**src/rtl/frogger_motion_ctrl_if.sv**
```systemverilog
// Control strobes from the frame/game logic and object origins/time bar
// to the colour-code renderer for the Frogger motion controller.
interface frogger_motion_ctrl_if;
  logic       frame_clk;
  logic       start;
  logic       restart;
  logic       pause;
  logic [9:0] firetruckX;
  logic [9:0] busX;
  logic [9:0] motorcycleX;
  logic [9:0] shortlogX;
  logic [9:0] mediumlogX;
  logic [9:0] longlogX;
  logic [9:0] time_width;
  logic       time_up;
  logic       running;

  // driver of frame/game controls, consumer of positions
  modport master (
    output frame_clk, start, restart, pause,
    input  firetruckX, busX, motorcycleX, shortlogX, mediumlogX, longlogX,
    input  time_width, time_up, running
  );

  // the motion controller itself
  modport slave (
    input  frame_clk, start, restart, pause,
    output firetruckX, busX, motorcycleX, shortlogX, mediumlogX, longlogX,
    output time_width, time_up, running
  );
endinterface

```
**src/rtl/frogger_motion_ctrl.sv**
```systemverilog
// Per-frame motion and time-bar controller: moves three vehicles and three
// logs once per video frame with horizontal wrap, and counts the time bar
// down every TIME_DIV frames. All outputs are registered.
module frogger_motion_ctrl #(
  parameter int SCREEN_W    = 640,
  parameter int TRUCK_SPEED = 2,
  parameter int BUS_SPEED   = 1,
  parameter int MOTO_SPEED  = 3,
  parameter int LOG_SPEED   = 1,
  parameter int TIME_MAX    = 200,
  parameter int TIME_DIV    = 30
) (
  input  logic                 Clk,
  input  logic                 Reset_n,
  frogger_motion_ctrl_if.slave io
);

  localparam int CW = (TIME_DIV > 1) ? $clog2(TIME_DIV) : 1;

  localparam logic [10:0] W11     = 11'(SCREEN_W);
  localparam logic [10:0] S_TRUCK = 11'(TRUCK_SPEED);
  localparam logic [10:0] S_BUS   = 11'(BUS_SPEED);
  localparam logic [10:0] S_MOTO  = 11'(MOTO_SPEED);
  localparam logic [10:0] S_LOG   = 11'(LOG_SPEED);
  localparam logic [9:0]  T_MAX   = 10'(TIME_MAX);
  localparam logic [CW-1:0] CNT_LAST = CW'(TIME_DIV - 1);

  typedef enum logic [1:0] {IDLE, RUN, TIMEOUT} state_t;

  state_t        state;
  logic          frame_s;   // frame_clk sampled once
  logic          frame_d;   // previous sample, for edge detect
  logic          armed;     // frame_clk seen low since reset
  logic [CW-1:0] frame_cnt;
  logic [9:0]    truck_x, bus_x, moto_x, slog_x, mlog_x, llog_x;
  logic [9:0]    time_w;
  logic          time_up_r, running_r;
  logic          tick;

  // Edge detect on the sampled level so new positions land one edge after
  // frame_clk is first seen high. A level still high when reset releases
  // is not an edge: armed waits for a low sample first.
  assign tick = frame_s & ~frame_d & armed;

  function automatic logic [9:0] mv_left(input logic [9:0] x, input logic [10:0] s);
    logic [10:0] t;
    if ({1'b0, x} >= s) t = {1'b0, x} - s;
    else                t = {1'b0, x} + W11 - s;
    return t[9:0];
  endfunction

  function automatic logic [9:0] mv_right(input logic [9:0] x, input logic [10:0] s);
    logic [10:0] t;
    t = {1'b0, x} + s;
    if (t >= W11) t = t - W11;
    return t[9:0];
  endfunction

  // Game state, frame edge detect, positions and timer
  always_ff @(posedge Clk or negedge Reset_n) begin
    if (!Reset_n) begin
      state     <= IDLE;
      frame_s   <= 1'b0;
      frame_d   <= 1'b0;
      armed     <= 1'b0;
      frame_cnt <= '0;
      truck_x   <= 10'd440;
      bus_x     <= 10'd440;
      moto_x    <= 10'd440;
      slog_x    <= 10'd0;
      mlog_x    <= 10'd200;
      llog_x    <= 10'd400;
      time_w    <= T_MAX;
      time_up_r <= 1'b0;
      running_r <= 1'b0;
    end else begin
      frame_s <= io.frame_clk;
      frame_d <= frame_s;
      if (!io.frame_clk) armed <= 1'b1;

      if (io.restart) begin
        // reload wins over any tick in the same cycle; positions are kept
        state     <= RUN;
        time_w    <= T_MAX;
        frame_cnt <= '0;
        time_up_r <= 1'b0;
        running_r <= 1'b1;
      end else begin
        case (state)
          IDLE: begin
            if (io.start) begin
              state     <= RUN;
              running_r <= 1'b1;
            end
          end
          RUN: begin
            if (tick && !io.pause) begin
              truck_x <= mv_left (truck_x, S_TRUCK);
              bus_x   <= mv_right(bus_x,   S_BUS);
              moto_x  <= mv_left (moto_x,  S_MOTO);
              slog_x  <= mv_right(slog_x,  S_LOG);
              mlog_x  <= mv_right(mlog_x,  S_LOG);
              llog_x  <= mv_right(llog_x,  S_LOG);
              if (frame_cnt == CNT_LAST) begin
                frame_cnt <= '0;
                time_w    <= time_w - 10'd1;
                if (time_w == 10'd1) begin
                  state     <= TIMEOUT;
                  time_up_r <= 1'b1;
                  running_r <= 1'b0;
                end
              end else begin
                frame_cnt <= frame_cnt + 1'b1;
              end
            end
          end
          TIMEOUT: ;
          default: state <= IDLE;
        endcase
      end
    end
  end

  assign io.firetruckX  = truck_x;
  assign io.busX        = bus_x;
  assign io.motorcycleX = moto_x;
  assign io.shortlogX   = slog_x;
  assign io.mediumlogX  = mlog_x;
  assign io.longlogX    = llog_x;
  assign io.time_width  = time_w;
  assign io.time_up     = time_up_r;
  assign io.running     = running_r;

endmodule

```
**src/flat_wrapper.sv**
```systemverilog
// flat-port wrapper written by rule: the top's interface ports become plain ports
module frogger_motion_ctrl_flat 
#(
  parameter int SCREEN_W    = 640,
  parameter int TRUCK_SPEED = 2,
  parameter int BUS_SPEED   = 1,
  parameter int MOTO_SPEED  = 3,
  parameter int LOG_SPEED   = 1,
  parameter int TIME_MAX    = 200,
  parameter int TIME_DIV    = 30
)
  (Clk, Reset_n, io_frame_clk, io_start, io_restart, io_pause, io_firetruckX, io_busX, io_motorcycleX, io_shortlogX, io_mediumlogX, io_longlogX, io_time_width, io_time_up, io_running);
  frogger_motion_ctrl_if io_i ();
  input  logic Clk;
  input  logic Reset_n;
  input wire logic [$bits(io_i.frame_clk)-1:0] io_frame_clk;
  input wire logic [$bits(io_i.start)-1:0] io_start;
  input wire logic [$bits(io_i.restart)-1:0] io_restart;
  input wire logic [$bits(io_i.pause)-1:0] io_pause;
  output wire logic [$bits(io_i.firetruckX)-1:0] io_firetruckX;
  output wire logic [$bits(io_i.busX)-1:0] io_busX;
  output wire logic [$bits(io_i.motorcycleX)-1:0] io_motorcycleX;
  output wire logic [$bits(io_i.shortlogX)-1:0] io_shortlogX;
  output wire logic [$bits(io_i.mediumlogX)-1:0] io_mediumlogX;
  output wire logic [$bits(io_i.longlogX)-1:0] io_longlogX;
  output wire logic [$bits(io_i.time_width)-1:0] io_time_width;
  output wire logic [$bits(io_i.time_up)-1:0] io_time_up;
  output wire logic [$bits(io_i.running)-1:0] io_running;
  assign io_i.frame_clk = io_frame_clk;
  assign io_i.start = io_start;
  assign io_i.restart = io_restart;
  assign io_i.pause = io_pause;
  assign io_firetruckX = io_i.firetruckX;
  assign io_busX = io_i.busX;
  assign io_motorcycleX = io_i.motorcycleX;
  assign io_shortlogX = io_i.shortlogX;
  assign io_mediumlogX = io_i.mediumlogX;
  assign io_longlogX = io_i.longlogX;
  assign io_time_width = io_i.time_width;
  assign io_time_up = io_i.time_up;
  assign io_running = io_i.running;
  frogger_motion_ctrl #(.SCREEN_W(SCREEN_W), .TRUCK_SPEED(TRUCK_SPEED), .BUS_SPEED(BUS_SPEED), .MOTO_SPEED(MOTO_SPEED), .LOG_SPEED(LOG_SPEED), .TIME_MAX(TIME_MAX), .TIME_DIV(TIME_DIV)) u_core (.Clk(Clk), .Reset_n(Reset_n), .io(io_i));
endmodule
```
**config.mk**
```make
export PLATFORM = sky130hd
export DESIGN_NAME = frogger_motion_ctrl_flat
export DESIGN_NICKNAME = d
export VERILOG_FILES = /design/src/rtl/frogger_motion_ctrl_if.sv /design/src/rtl/frogger_motion_ctrl.sv /design/src/flat_wrapper.sv
export SDC_FILE = /design/constraint.sdc
export NUM_CORES = 1
export LEC_CHECK = 0
export ABC_AREA = 1
export CELL_PAD_IN_SITES_DETAIL_PLACEMENT = 1
export CELL_PAD_IN_SITES_GLOBAL_PLACEMENT = 2
export CORE_UTILIZATION = 34
export CTS_BUF_LIST = sky130_fd_sc_hd__clkbuf_2
export CTS_CLUSTER_SIZE = 20
export DETAILED_ROUTE_END_ITERATION = 16
export PLACE_DENSITY = 0.95
export SYNTH_ARGS = -nofsm -noshare
export SYNTH_HDL_FRONTEND = slang
export SYNTH_SLANG_ARGS = --single-unit
```
**constraint.sdc**
```tcl
create_clock -name Clk -period 4.1 [get_ports Clk]
set_input_delay 0.615 -clock Clk [delete_from_list [all_inputs] [get_ports Clk]]
set_output_delay 0.615 -clock Clk [all_outputs]
set_load 0.01 [all_outputs]
```
==> metrics.md, run 1 <==
| Metric | Value |
|---|---|
| Outcome | `completed` |
| Number of CTS-inserted buffers | `9` |
| Cells after synthesis | `~660` |
| Share of the synthesized area in the top cell type | `29.0%` |
| Largest cells by area after synthesis | `dfrtp_1 (29%), nand2_1 (15%), dfstp_2 (13%), inv_1 (6.6%), nand3_1 (5.1%)` |
| FFs w/ async S/R, synth | `100%` |
| Clk_lat worst skew | `0.57 ns` |
| Crit path launch type | `register` |
| Final Wtd Congestion | `0.843` |
| Sinks on Clock Net | `81` |
| Crit path max fanout | `5` |
| Final instance area | `0.00601 mm^2` |
| GR peak layer | `met2` |
| Total number of vias | `around 4500` |
| I/O pin cnt | `78` |
| Pre-CTS setup slack | `approximately 1.4 ns` |
| GR met1 Demand/Resource | `23.4%` |
| PnR Total Power | `about 3.0 mW` |
| Largest net degree at the start of global routing | `61` |
| WL/cell | `13.9 um` |
| DR iter-0 viols | `around 160` |
| Met2 GRT Util | `31.0%` |
| Netlist Area Pre-Place | `0.00493 mm^2` |
| Vias in the first global route | `4569` |
| Max-slew violations | `0` |
| Final Non-Filler Cells | `920` |
| Sw frac | `40.6%` |
| Commonest non-fill, non-tap cell in the layout | `nand2_1` |
| Post-layout nets | `about 760` |
| Core Area | `0.0140 mm^2` |
| Root Driver | `clkbuf_2` |
| Largest stage delay on the critical path | `between 0.6 and 0.7 ns` |
| Avg Cell Area, Syn | `7.52 um^2` |
| Fmax | `about 0.4 GHz` |
| Post-synth EDFFs | `0` |
| HP Class | `primary input to asynchronous set/reset pin` |
| DIE AREA | `0.0150 mm^2` |
| Crit path max-delay family | `flip-flops` |
| Diode count | `0` |
| Bufs and invs on worst path | `1` |
| Synth Flop Type | `dfrtp_1` |
| Synth Register Bits | `81` |
| Post-DP Area | `0.00588 mm^2` |
| Combinational share of power | `39.5%` |
| DP Cell Count | `between 900 and 1000` |
| Crit path capture type | `output pin` |
| Most frequent cells in the layout | `nand2_1 (192), inv_1 (86), clkdlybuf4s50_1 (75)` |
| Synth unique cells | `38` |
| Final cell utilization of the core | `roughly 43%` |
| H-tree levels | `3` |
| Setup TNS | `0 ns` |
| Final ANT Viol Nets | `0` |
| Final Skew | `0.0248 ns` |
| Post-synth top area cell | `dfrtp_1` |
| Worst-path clk slew | `between 0.2 and 0.25 ns` |
| Cell internal pwr | `1.80 mW` |
| Die W | `122 um` |
| Final worst slack | `1.67 ns` |
| Site Rows | `43` |
| Final Hold Vio Count | `0` |
| DIE HEIGHT | `roughly 120 um` |
| Antenna violations before repair | `0` |
| Final hold slack | `approximately 0.078 ns` |
| Seq pwr share | `between 40 and 50%` |
| Pleak | `roughly 2.8 nW` |
| Syn-to-layout area delta | `22.0%` |
| TritonCTS clock tree | `yes` |
| Met3 GRT Util | `3.53%` |
| Global-route wire length before repair | `~22000 um` |
| Period utilization | `59.2%` |
| Sw Pwr | `approximately 1.2 mW` |
| Syn nets | `slightly below 700` |
| Layout cells sized above 1 | `10.9%` |
| Drc violations | `0` |
| Clk pwr share | `16.1%` |
| Max cap viols | `0` |
| Post-layout min period | `2.43 ns` |
| Crit path arrival time | `~1.8 ns` |
| CTS Hold Bufs | `0` |
| Worst Tran Pin Value | `roughly 0.79 ns` |
| Post-CTS Setup Bufs | `0` |
| Maximum vdd drop | `between 200 and 250 uV` |
| PortBufs | `76` |
| Initial core utilization | `35.2%` |
| Crit Path Class | `register to output pin` |
| Detailed Place HPWL | `9570 um` |
| RSZ-0062 raised after global routing | `false` |
| Slew headroom | `47.4%` |
| Crit path cell chain | `clkdlybuf4s50_1` |
| Seq/Total Area, Yosys | `approximately two fifths` |
| Critical path's slowest cell | `dfstp_2` |
| Power per cell area | `505 mW/mm^2` |
| Yosys warnings | `0` |
| CTS resizes | `0` |
| Drt total wl | `12800 um` |
| All-layer global routing usage | `18.5%` |
| Pre-antenna DRT Iters | `4` |
| Via/cell ratio | `4.86` |
| CP required | `3.48 ns` |
| Final setup violation count | `0` |
| Deepest clock path buffer count | `2` |
| GRT overflow | `0` |
==> sequential cells by signal, indices dropped and copies added (netlist names) <==
register / flops
u_core.armed: 1
u_core.io.motorcycleX: 10
u_core.frame_d: 1
u_core.io.longlogX: 10
u_core.io.mediumlogX: 10
u_core.io.time_up: 1
u_core.io.running: 1
u_core.frame_s: 1
u_core.io.firetruckX: 9
u_core.io.time_width: 10
u_core.frame_cnt: 5
u_core.io.shortlogX: 10
u_core.io.busX: 10
u_core.state: 2
==> logic make-up after synthesis <==
family                     Yosys count  synth area share (%)
other                                1                0.0761
buffers and inverters              102                  8.08
AOI/OAI and AO/OA                   67                  7.54
adders and majority gates           18                  4.57
and+or+nand+nor                    359                  33.2
xor gates and xnor gates            27                  4.80
DFF                                 81                  41.8
==> cell usage after synthesis, types with 2 or more instances <==
master and count:
a21oi_1 12, a21oi_2 2, buf_2 6, buf_4 2, clkbuf_1 2, dfrtp_1 57, dfstp_2 24, ha_1 18
inv_1 86, inv_2 5, nand2_1 192, nand2_2 5, nand2_4 2, nand3_1 50, nand3_2 6, nand3b_1 4
nand4_1 9, nor2_1 64, nor2_2 7, nor2_4 7, nor3_1 7, nor3_2 2, nor4_1 2, o21ai_0 27
o21ai_1 14, o21bai_1 4, o31ai_1 3, xnor2_1 6, xor2_1 21
==> power by group through the flow <==
stage          logic (mW)  registers [mW]  clock network (mW)
6_report             1.20            1.35               0.489
5_1_grt              1.36            1.39               0.545
4_1_cts              1.22            1.35               0.515
3_5_place_dp         1.21            1.36                   0
3_3_place_gp         1.17            1.35                   0
2_1_floorplan       0.566            1.37                   0
==> layer usage <==
| layer | share of wire [%] | up-vias |
|---|---|---|
| li1 | - | 2223 |
| met1 | 47 | 2164 |
| met2 | 48 | 66 |
| met3 | 3.4 | 17 |
| met4 | 1.7 | 0 |
| met5 | 0 | - |
==> area by class of cell <==
cell class,count,area [um^2]
Clock inverter,6,82.6
Multi-Input combinational cell,472,2470
Tap cell,180,225
Sequential cell,81,2060
Inverter,92,345
Fill cell,1747,7980
Clock buffer,10,50.0
Timing Repair Buffer,79,781
==> final timing paths <==
path                                         start                 endpoint  slack (ns)  cells past startpoint
setup / recovery           u_core.io.firetruckX[3]         io_firetruckX[3]        1.67                      1
setup reg to reg            u_core.io.shortlogX[0]   u_core.io.shortlogX[7]        1.88                     11
hold reg to reg                     u_core.frame_s           u_core.frame_d        0.41                      0
min in group Clk                    u_core.frame_s           u_core.frame_d        0.41                      0
max in group asynchronous                  Reset_n  u_core.io.mediumlogX[6]        3.12                      2
hold / removal                             Reset_n   u_core.io.shortlogX[2]        0.08                      1
No activity file was read; power rests on OpenSTA's default activity.
==> run 2: changes to the inputs <==
CORE_UTILIZATION = 29   (was 34)
PLACE_DENSITY = 0.9   (was 0.95)
clock period = 2.2 ns   (was 4.1 ns; I/O delays follow)
==> run 2 against run 1 <==
Against the previous run: clock skew grew 0.0023 ns; via count down 0.25%; combinational power up 120%; cell area increased by 5.2%; critical path type unchanged; critical path depth is the same; final cell count grew 7.5%; clock power grew 96%; total power rose by 95%; setup slack got worse by 1.6 ns.
==> metrics.md, run 2 (synthesis gave the netlist of run 1 again) <==
| Metric | Value |
|---|---|
| Crit path launch type | `register` |
| Setup TNS | `0 ns (unchanged)` |
| Post-layout min period | `2.09 ns` |
| Outcome | `completed` |
| Deepest clock path buffer count | `2 (unchanged)` |
| Storage cell area | `0.00206 mm^2 (about the same)` |
| PnR Total Power | `5.92 mW (+95%)` |
| Final Non-Filler Cells | `989 (+7.5%)` |
| Total number of vias | `4459 (-0.25%)` |
| Largest stage delay on the critical path | `0.63 ns (-0.02 ns)` |
| GR peak layer | `met2` |
| Root Driver | `clkbuf_2` |
| Final ANT Viol Nets | `0 (unchanged)` |
| Commonest non-fill, non-tap cell in the layout | `nand2_1` |
| DIE AREA | `0.0175 mm^2 (+17%)` |
| Critical path depth | `1 (unchanged)` |
| H-tree levels | `3 (unchanged)` |
| Site Rows | `47 (+9.3%)` |
| Detailed Place HPWL | `9430 um (-1.5%)` |
| Most frequent cells in the layout | `nand2_1 (192), inv_1 (86), clkdlybuf4s50_1 (67)` |
| Worst Tran Pin Value | `0.532 ns (-0.257 ns)` |
| GRT overflow | `0 (unchanged)` |
| Crit Path Class | `register to output pin` |
| Final Wtd Congestion | `0.756 (-10%)` |
| PortBufs | `76 (unchanged)` |
| DP Cell Count | `956 (+5.8%)` |
| I/O pin cnt | `78 (unchanged)` |
| Via/cell ratio | `4.51 (-7.2%)` |
| FF-to-FF path depth | `12 (+1)` |
| Final setup violation count | `0 (unchanged)` |
| R2R setup slack | `0.23 ns (-1.65 ns)` |
| Diode count | `0 (unchanged)` |
| Fmax | `0.478 GHz` |
| Period utilization | `95.0%` |
| All-layer global routing usage | `15.3% (-3.1 points)` |
| GR met1 Demand/Resource | `20.8% (-2.7 points)` |
| Largest net degree at the start of global routing | `44 (-28%)` |
| Final cell utilization of the core | `38.1% (-4.8 points)` |
| Pre-antenna DRT Iters | `4 (unchanged)` |
| Maximum vdd drop | `374 uV (+76%)` |
| Final Hold Vio Count | `0 (unchanged)` |
| Sinks on Clock Net | `81 (unchanged)` |
| Drt total wl | `12700 um (-0.19%)` |
| WL/cell | `12.9 um (-7.2%)` |
| TritonCTS clock tree | `yes` |
| Layout cells sized above 1 | `14.6% (+3.6 points)` |
| Global-route wire length before repair | `21700 um (-0.63%)` |
| DIE HEIGHT | `132 um (+8.1%)` |
| Critical path's slowest cell | `dfstp_2` |
| Bufs and invs on worst path | `1 (unchanged)` |
| Post-layout nets | `788 (+3.8%)` |
| Crit path max-delay family | `flip-flops` |
| Crit path max fanout | `6 (+1)` |
| Max-slew violations | `0 (unchanged)` |
| Drc violations | `0 (unchanged)` |
| Antenna violations before repair | `0 (unchanged)` |
| Met3 GRT Util | `4.42% (+0.89 points)` |
| Worst-path clk slew | `0.25 ns (about the same)` |
| CP required | `1.87 ns (-1.61 ns)` |
| Power per cell area | `936 mW/mm^2 (+85%)` |
| Number of CTS-inserted buffers | `9 (unchanged)` |
| Vias in the first global route | `4511 (-1.3%)` |
| Syn-to-layout area delta | `28.4%` |
| Critical Path Source | `u_core.io.busX[5]` |
| RSZ-0062 raised after global routing | `true` |
| Area of the multi-input gates | `0.00247 mm^2 (+0.10%)` |
| Met2 GRT Util | `24.3% (-6.7 points)` |
| Crit path arrival time | `1.76 ns (-0.05 ns)` |
| DR iter-0 viols | `205 (+27%)` |
| Die W | `132 um (+8.1%)` |
| Core Area | `0.0166 mm^2 (+19%)` |
| Crit path capture type | `output pin` |
| Clk_lat worst skew | `0.58 ns (about the same)` |
| Slew headroom | `64.5% (+17 points)` |
| Crit path cell chain | `clkdlybuf4s50_1` |
| Max cap viols | `0 (unchanged)` |
| # fillers | `2113 (+21%)` |
| Final Skew | `0.0271 ns (+0.00226 ns)` |
| Initial core utilization | `29.7% (-5.5 points)` |
| RR Startpoint | `u_core.io.shortlogX[0]` |
| Final hold slack | `0.139 ns (+0.0610 ns)` |
| HP Class | `primary input to asynchronous set/reset pin` |
| Pleak | `3.07 nW (+10%)` |
## run 2: final cells by class
type | instances | share of cell area [%]
multi-input combinational | 472 | 39.1
sequential | 81 | 32.5
timing repair buffer | 108 | 16.3
inverter | 92 | 5.46
tap | 220 | 4.35
clock inverter | 7 | 1.48
clock buffer | 9 | 0.712
## run 2: layer usage
metal / share of wire [%] / routed length (um)
met3: 4.0 / 514
met2: 45 / 5740
met1: 50 / 6400
met4: 0.68 / 87
met5: 0 / 0
## run 2: final timing paths
| check | to |
|---|---|
| max | io_busX[5] |
| min | u_core.io.mediumlogX[9] |
| max reg2reg | u_core.io.shortlogX[7] |
| min reg2reg | u_core.frame_d |
| max in group asynchronous | u_core.io.longlogX[8] |
| min in group Clk | u_core.frame_s |
## run 2: where the power goes
part	leakage (nW)	switching (mW)	internal, mW
clock	0.0799	0.584	0.376
sequential	0.976	0.423	1.92
combinational	2.02	1.35	1.26
total	3.07	2.36	3.56
## run 2: what timing repair did
item                       4_1_cts  5_1_grt
hold endpoints to repair        61        0
cloned                           0        0
hold buffers                     1        0
setup buffers                    1       15
setup endpoints to repair        1       16
resized for setup                0       10
## run 2: metrics by stage
stage / setup slack (ns) / cell area (um^2)
final: 0.109 / 6320
after detailed placement: 0.0221 / 6030
after CTS: 0.00803 / 6190
after global placement: 0.0662 / 6030
after global routing: -0.0261 / 6320
after floorplan: 0.339 / 4930
==> run 3: changes to the inputs <==
CTS_CLUSTER_DIAMETER = 80   (was unset)
==> results of run 3 <==
Final layout, timing and power as in run 2 (identical DEF).
